## config.mk

```make
export PLATFORM = sky130hd
export DESIGN_NAME = mmss_bcd_counter
export DESIGN_NICKNAME = d
export VERILOG_FILES = /design/src/rtl/clock_sim_pkg.sv /design/src/rtl/bcd_mod_counter.sv /design/src/rtl/mmss_bcd_counter.sv
export SDC_FILE = /design/constraint.sdc
export NUM_CORES = 1
export LEC_CHECK = 0
export ABC_AREA = 0
export CORE_UTILIZATION = 53
export CTS_BUF_LIST = sky130_fd_sc_hd__clkbuf_16
export DETAILED_ROUTE_END_ITERATION = 10
export PLACE_DENSITY = 0.79
export SLEW_MARGIN = 30
export SYNTH_ARGS = -nofsm -noshare
export SYNTH_HDL_FRONTEND = slang
export SYNTH_SLANG_ARGS = --single-unit
```

## constraint.sdc

```tcl
create_clock -name clk -period 2.9 [get_ports clk]
set_clock_uncertainty 0.1 [all_clocks]
set_input_delay 0.87 -clock clk [delete_from_list [all_inputs] [get_ports clk]]
set_output_delay 0.87 -clock clk [all_outputs]
set_load 0.02 [all_outputs]
```

## src/rtl/clock_sim_pkg.sv

```systemverilog
// Shared types and constants for the mm:ss BCD time counter.
package clock_sim_pkg;

    typedef logic [3:0] bcd_t;

    typedef enum logic [1:0] {
        RUN    = 2'd0,
        PAUSED = 2'd1,
        ADJUST = 2'd2
    } state_t;

    localparam int SEC_MAX = 59;

    // Packs a 0..99 binary value as two BCD digits {tens, ones}.
    function automatic logic [7:0] to_bcd2(input int v);
        to_bcd2 = {4'(v / 10), 4'(v % 10)};
    endfunction

endpackage

```

## src/rtl/bcd_mod_counter.sv

```systemverilog
// Two-digit BCD counter wrapping between 00 and modulus (BCD), up or down.
// Digits update one cycle after en; wrap is combinational so it can enable the next field in the same cycle.
module bcd_mod_counter
    import clock_sim_pkg::*;
(
    input  logic       clk,
    input  logic       reset_n,
    input  logic       en,
    input  logic       dir,
    input  logic       carry_in_mode,
    input  logic [7:0] modulus,
    output bcd_t       ten,
    output bcd_t       one,
    output logic       wrap
);

    logic [7:0] val;
    logic       at_top;
    logic       at_bot;
    logic       down;
    bcd_t       ten_nxt;
    bcd_t       one_nxt;

    // carry_in_mode = 0 is an adjust step: increment only, never report a wrap.
    assign val    = {ten, one};
    assign at_top = (val >= modulus);
    assign at_bot = (val == 8'h00);
    assign down   = dir & carry_in_mode;
    assign wrap   = en & carry_in_mode & (down ? at_bot : at_top);

    always_comb begin
        ten_nxt = ten;
        one_nxt = one;
        if (down) begin
            if (at_bot) begin
                {ten_nxt, one_nxt} = modulus;
            end else if (one == 4'd0) begin
                one_nxt = 4'd9;
                ten_nxt = ten - 4'd1;
            end else begin
                one_nxt = one - 4'd1;
            end
        end else begin
            if (at_top) begin
                ten_nxt = 4'd0;
                one_nxt = 4'd0;
            end else if (one >= 4'd9) begin
                one_nxt = 4'd0;
                ten_nxt = ten + 4'd1;
            end else begin
                one_nxt = one + 4'd1;
            end
        end
    end

    always_ff @(posedge clk or negedge reset_n) begin
        if (!reset_n) begin
            ten <= 4'd0;
            one <= 4'd0;
        end else if (en) begin
            ten <= ten_nxt;
            one <= one_nxt;
        end
    end

endmodule

```

## src/rtl/mmss_bcd_counter.sv

```systemverilog
// mm:ss BCD counter with run/pause, field adjust, up/down and rollover pulse; MMSS_ZERO_STOP_EN stops a down-count at 00:00.
// All outputs registered, one cycle after the qualifying tick; no backpressure, ticks are single-cycle enables.
module mmss_bcd_counter
    import clock_sim_pkg::*;
#(
    parameter int MAX_MIN = 59
) (
    input  logic clk,
    input  logic reset_n,
    input  logic tick_1hz,
    input  logic tick_adj,
    input  logic pause_btn,
    input  logic adjust_en,
    input  logic adjust_sel,
    input  logic count_down,
    output bcd_t min_ten,
    output bcd_t min_one,
    output bcd_t sec_ten,
    output bcd_t sec_one,
    output logic running,
    output logic rollover
);

    localparam logic [7:0] SEC_MOD = to_bcd2(SEC_MAX);
    localparam logic [7:0] MIN_MOD = to_bcd2(MAX_MIN);

    state_t state;
    state_t state_nxt;
    state_t saved_state;
    state_t saved_nxt;
    logic   pause_q;
    logic   toggle;
    logic   cnt_step;
    logic   adj_step;
    logic   at_zero;
    logic   zero_stop;
    logic   sec_en;
    logic   min_en;
    logic   sec_wrap;
    logic   min_wrap;

    assign toggle   = pause_btn & ~pause_q;
    assign cnt_step = tick_1hz & (state == RUN);
    assign adj_step = tick_adj & (state == ADJUST);
    assign at_zero  = ({min_ten, min_one, sec_ten, sec_one} == 16'h0000);

`ifdef MMSS_ZERO_STOP_EN
    assign zero_stop = cnt_step & count_down & at_zero;
`else
    assign zero_stop = 1'b0;
`endif

    // Minutes follow the seconds wrap when counting, but are stepped directly when adjusting.
    assign sec_en = (cnt_step & ~zero_stop) | (adj_step & adjust_sel);
    assign min_en = (cnt_step & sec_wrap) | (adj_step & ~adjust_sel);

    bcd_mod_counter u_sec (
        .clk           (clk),
        .reset_n       (reset_n),
        .en            (sec_en),
        .dir           (count_down),
        .carry_in_mode (cnt_step),
        .modulus       (SEC_MOD),
        .ten           (sec_ten),
        .one           (sec_one),
        .wrap          (sec_wrap)
    );

    bcd_mod_counter u_min (
        .clk           (clk),
        .reset_n       (reset_n),
        .en            (min_en),
        .dir           (count_down),
        .carry_in_mode (cnt_step),
        .modulus       (MIN_MOD),
        .ten           (min_ten),
        .one           (min_one),
        .wrap          (min_wrap)
    );

    // Unknown encodings fall into the default arm and behave exactly like PAUSED.
    always_comb begin
        state_nxt = state;
        saved_nxt = saved_state;
        case (state)
            RUN: begin
                if (adjust_en) begin
                    state_nxt = ADJUST;
                    saved_nxt = zero_stop ? PAUSED : RUN;
                end else if (zero_stop || toggle) begin
                    state_nxt = PAUSED;
                end
            end
            ADJUST: begin
                if (!adjust_en) begin
                    state_nxt = saved_state;
                end
            end
            default: begin
                if (adjust_en) begin
                    state_nxt = ADJUST;
                    saved_nxt = PAUSED;
                end else if (toggle) begin
                    state_nxt = RUN;
                end
            end
        endcase
    end

    assign running = (state == RUN);

    always_ff @(posedge clk or negedge reset_n) begin
        if (!reset_n) begin
            state       <= RUN;
            saved_state <= RUN;
            pause_q     <= 1'b0;
            rollover    <= 1'b0;
        end else begin
            state       <= state_nxt;
            saved_state <= saved_nxt;
            pause_q     <= pause_btn;
            rollover    <= min_wrap | zero_stop;
        end
    end

endmodule
```

# Word level (Yosys, flattened, before mapping)
# Index checks and enable logic that the tools add are counted.
# Widths: inputs -> output; s select.
[word_totals]
out_inout_bits = 18
mem_bits_rw = 0
register_bits = 22
romBits = 0
word_cells = 84
latchBits = 0
memories = 0
[op_classes]
order_cmp = 4
multipliers = 0
div_mod_pow = 0
n_mux = 31
n_shift = 0
add_sub_neg = 8
bitwise = 16
n_eq_ne = 5
reduce_logical = 12
[ops]
columns = ["cell", "count"]
rows = [
  ["$mux 4", 20],
  ["$add 4x1->4 const B", 4],
  ["$ge 8x7->1 const B", 2],
  ["$logic_not 8->1", 2],
  ["$sub 4x1->4 const B", 4],
  ["$mux 2", 7],
  ["$and 1x1->1", 11],
  ["$reduce_and 3->1", 3],
  ["$reduce_bool 3->1", 3],
  ["$ge 4x4->1 const B", 2],
  ["$logic_not 4->1", 2],
  ["$pmux 2 s2", 2],
  ["$ne 3x2->1 const B", 2],
  ["$ne 3x3->1 const B", 1],
  ["$not 1->1", 3],
  ["$eq 2x2->1 const B", 1],
  ["$logic_not 2->1", 1],
  ["$mux 1", 2],
  ["$ne 2x2->1 const B", 1],
  ["$or 1x1->1", 2],
  ["$reduce_and 2->1", 1],
]

# Depth between registers and ports, before layout
# Gate-level depths: netlist (run 1).
[logic_depth]
depth_word = 10
depth_mapped = 7
mapped_depth_nobuf = 7

# Modules after synthesis
# Synthesis (run 1) repeated with hierarchy kept, for this count alone.
[unflattened]
hier_cells = 246
area_unflattened_um2 = 2120.8
[modules_own_cells]
columns = ["mod", "cells_each", "n_inst", "area_per_inst_um2", "seq_area_each_um2"]
rows = [
  ["bcd_mod_counter", 111, 2, 934.6, 200.2],
  ["mmss_bcd_counter", 24, 1, 251.5, 125.1],
]

# Least setup slack after synthesis (run 1)
# OpenSTA, ideal clock, no wires.
[synth_timing]
path_kind = "register to register"
start = "register u_sec.one[0]"
end = "register u_min.one[0]"
synth_period_minus_slack_ns = 2.664
slack_ns = 0.236
t_required_ns = 2.675
n_path_buf = 0
path_stages_with_launch = 8
arrival_ns = 2.439
cell_sequence = "dfrtp_1 -> inv_1 -> ha_1 -> or3b_4 -> or4b_4 -> a21oi_2 -> a21o_2 -> mux2_2"
[synth_via]
elab_chain_len = 5
word_cells_on_any_way = 6
classes_between = "1 x order compare; 1 x mux; 3 x bitwise; 1 x reduce/logical"
[synth_rtl]
columns = ["element", "line", "rtl"]
rows = [
  ["from (decl)", "bcd_mod_counter.sv:13", "output bcd_t one,"],
  ["from (signal assigned)", "bcd_mod_counter.sv:62", "one <= one_nxt;"],
  ["$ge 8x7->1 / $logic_not 8->1 (equally long branches)", "bcd_mod_counter.sv:26, bcd_mod_counter.sv:27", ""],
  ["$mux 1 *", "bcd_mod_counter.sv:29", "assign wrap = en & carry_in_mode & (down ? at_bot : at_top);"],
  ["$and 1x1->1 *", "bcd_mod_counter.sv:29", ""],
  ["$and 1x1->1 *", "mmss_bcd_counter.sv:55", "assign min_en = (cnt_step & sec_wrap) | (adj_step & ~adjust_sel);"],
  ["$or 1x1->1 *", "mmss_bcd_counter.sv:55", ""],
  ["to (signal assigned)", "bcd_mod_counter.sv:62", ""],
  ["to (decl)", "bcd_mod_counter.sv:13", ""],
]
# Every way passes the cells marked *; elsewhere a longest branch is shown, timed or not.
# A chain may end at the register's enable or synchronous reset.

# Worst setup path after layout (run 1)
[layout_timing]
start = "register u_sec.one[1]"
end = "register u_min.one[0]"
# Same word-level chain as after synthesis.

==> results.yml, run 1 <==
run_status:
  status: "finished with violations"
  violations: "design-rule violations"
clock_network:
  cts_resized: 0
  cts_setup_buffers: 0
  root_buffer: "clkbuf_16"
  clkLatencyLatePin_ns: 0.25
  clock_sinks: 21
  cts_buffers: 3
  clock_path_buffers: 2
  ctsHtreeMaxLevel: 1
  cts_tree: "done"
  clk_pin_slew_ns: 0.06
  ctsHoldBuffers: 0
timing:
  slew_viol_final: 0
  max_freq_ghz: 0.3620
  worst_slew_pin_slew_ns: 0.4533
  post-route-period-util: 0.9526
  rsz0062_at_grt: "no"
  setup_tns_ns: 0
  whs_ns: 0.4482
  hold_violations: 0
  maxSlewHeadroom: 0.6952
  setup_viol: 0
  final.min_clock_period_ns: 2.763
power_and_ir_drop:
  ir_drop_uv: 629.9
  powerDensity_mw_per_mm2: 1030
  leakagePower_uw: 0.0008739
  power.total_uw: 2052
synth:
  avgSynthCellArea_um2: 8.849
  yosysWarnings: 0
  ys_seq_area_frac: 0.3318
  yosys.area.top_type_share: 0.3318
  synth_edf_count: 0
  synth_area_leader_cell: "dfrtp_1"
  ys_ff_latch: 21
  synth_ff_type: "dfrtp_1"
  syn_nets: 201
  netlist_area_mm2: 0.001584
  synthTopCellsByArea: "dfrtp_1, ha_1, o21ai_0"
  synth_cells: 179
  ys_types: 48
  async_flop_share: 1.000
grt:
  antenna_found_initial: 0
  grt_start_max_net_pins: 22
  grt_overflow_total: 0
  met2_usage: 0.4099
  globalRouteMet1Util: 0.3208
  met3_usage: 0.02995
  busiest_layer: "met2"
  gr-usage-all-layers: 0.2477
  grt_pass1_wl_mm: 6.258
  grt_pass1_vias: 1390
setup_path:
  r2r-end: "u_min.one[0]"
  worst_ep_required_time_ns: 2.94
  crit_end: "u_min.one[0]"
  critPathArrivalTime_ns: 2.80
  critPathMaxFanout: 6
  cpMaxStageDelayCell: "or4b_4"
  cp-start-kind: "flop"
  crit_type: "reg2reg"
  critPathCaptureType: "flop"
  crit_start: "u_sec.one[1]"
  critPathTopFamily: "simple AND/OR/NAND/NOR gates"
  crit_chain: "inv_1 -> ha_1 -> or3b_4 -> or4b_4 -> a21oi_2 -> a21o_2 -> mux2_2"
  critPathBufInv: 1
  ff2ff_setup_slack_ns: 0.14
  cpPeakStageDelay_ns: 0.57
  crit_cells: 7
  r2r_start: "u_sec.one[1]"
  r2r_cells: 7
routing:
  wl_per_cell_um: 15.27
  routed_via_density: 5.971
  drc_errors: 7
  wl_mm: 3.681
  ant_nets: 0
  num_vias: 1439
  drt-pass1-iter-count: 7
  drtIter0Drc: 90
die:
  io_pins: 26
  num_rows: 19
  coreArea_mm2: 0.002805
  die_y_um: 56.67
  initial_utilization: 0.5647
  die_x_um: 56.67
  dieArea_mm2: 0.003211
placed_design:
  place_hpwl_mm: 2.688
  place_congestion: 0.9383
  io_buffers: 25
min_path:
  hp-class: "reg2reg"
cells_and_area:
  fillers: 212
  area_growth_pct: 25.75
  layout_commonest_cell: "clkdlybuf4s50_1"
  drive_above_1_share: 0.1333
  mostFrequentLayoutCells: "clkdlybuf4s50_1, dfrtp_1, nand2_1"
  n_antenna_cell: 0
  nets: 233
run:
  maxCapViolations: 0
==> worst register-to-register path, delay by kind of cell (launching register included) <==
kind | cells | cell delay, ns
AND/OR/NAND/NOR | 2 | 0.99
flip-flops | 1 | 0.43
AO/OA/AOI/OAI | 2 | 0.41
multiplexers | 1 | 0.35
adder cells (fa/ha/maj) | 1 | 0.21
buffers and inverters | 1 | 0.16
==> stage by stage <==
stage,worst slack [ns],std cells,instance area [um^2],util
6_report,0.1374,241,1992,0.7101
5_1_grt,0.04133,241,1992,0.7101
4_1_cts,0.1427,241,1992,0.7101
3_5_place_dp,0.1627,237,1913,0.6820
3_3_place_gp,0.2116,237,1913,0.6820
2_1_floorplan,0.2361,179,1584,-
==> flip-flops by register name, indices dropped and copies added, names as in the netlist <==
register / flops
state: 2
u_min.one: 4
pause_q: 1
saved_state: 1
u_min.ten: 4
u_sec.one: 4
rollover: 1
u_sec.ten: 4
==> cell type report <==
class | instances | area [um^2] | share of cell area
clock buffer | 3 | 75.07 | 0.03769
inverter | 14 | 52.55 | 0.02638
multi-input combinational | 137 | 978.4 | 0.4912
tap | 31 | 38.79 | 0.01947
timing repair buffer | 34 | 317.8 | 0.1595
sequential | 21 | 525.5 | 0.2638
clock inverter | 1 | 3.754 | 0.001884
==> cells in the mapped netlist, types with 2 or more instances <==
cell type	n
nor3_1	5
mux2i_1	3
a22o_1	2
nand3_1	6
o21ai_0	16
inv_1	14
a21oi_1	8
clkbuf_1	5
xnor2_1	4
nand2b_1	4
nor3b_1	4
o31ai_1	6
nand2_1	19
dfrtp_1	21
ha_1	14
mux2_2	7
nor2_1	8
o22ai_1	3
==> worst min-delay path by stage <==
| stage | startpoint | end | slack [ns] | depth (start not counted) |
|---|---|---|---|---|
| global route | saved_state[0] | saved_state[0] | 0.47 | 1 |
| floorplan | saved_state[0] | saved_state[0] | 0.36 | 1 |
| detailed placement | saved_state[0] | saved_state[0] | 0.44 | 1 |
| global placement | saved_state[0] | saved_state[0] | 0.39 | 1 |
| CTS | saved_state[0] | saved_state[0] | 0.46 | 1 |
| finish | saved_state[0] | saved_state[0] | 0.45 | 1 |
==> per-layer routing <==
| layer | routed length, um | up-vias |
|---|---|---|
| met5 | 0 | - |
| met4 | 71 | 0 |
| met1 | 1633 | 678 |
| li1 | - | 702 |
| met2 | 1791 | 50 |
| met3 | 185 | 9 |
==> report_power, final <==
group	switching, uW	total, uW	internal [uW]
clock network	109	293	184
registers	175	568	393
logic	619	1190	572
total	904	2050	1150
==> kinds of logic (layout without fill, tap and decap cells) <==
| group | after synthesis | in the layout | synth area share |
|---|---|---|---|
| simple gates | 58 | 58 | 0.1967 |
| flops | 21 | 21 | 0.3318 |
| xor+xnor | 5 | 5 | 0.02764 |
| buf+inv | 21 | 52 | 0.05055 |
| mux | 10 | 10 | 0.06872 |
| compound gates | 50 | 50 | 0.2141 |
| fa+ha+maj | 14 | 14 | 0.1106 |
No activity file was read; power rests on OpenSTA's default activity.
==> inputs of run 2 (changes only) <==
Settings changed: CTS_CLUSTER_SIZE from default to 24.
==> results of run 2 <==
Final layout, timing and power as in run 1 (identical DEF).
==> inputs of run 3 (changes only) <==
Settings changed: SLEW_MARGIN 30 to default.
==> results of run 3 <==
Final layout, timing and power as in run 1 (identical DEF).
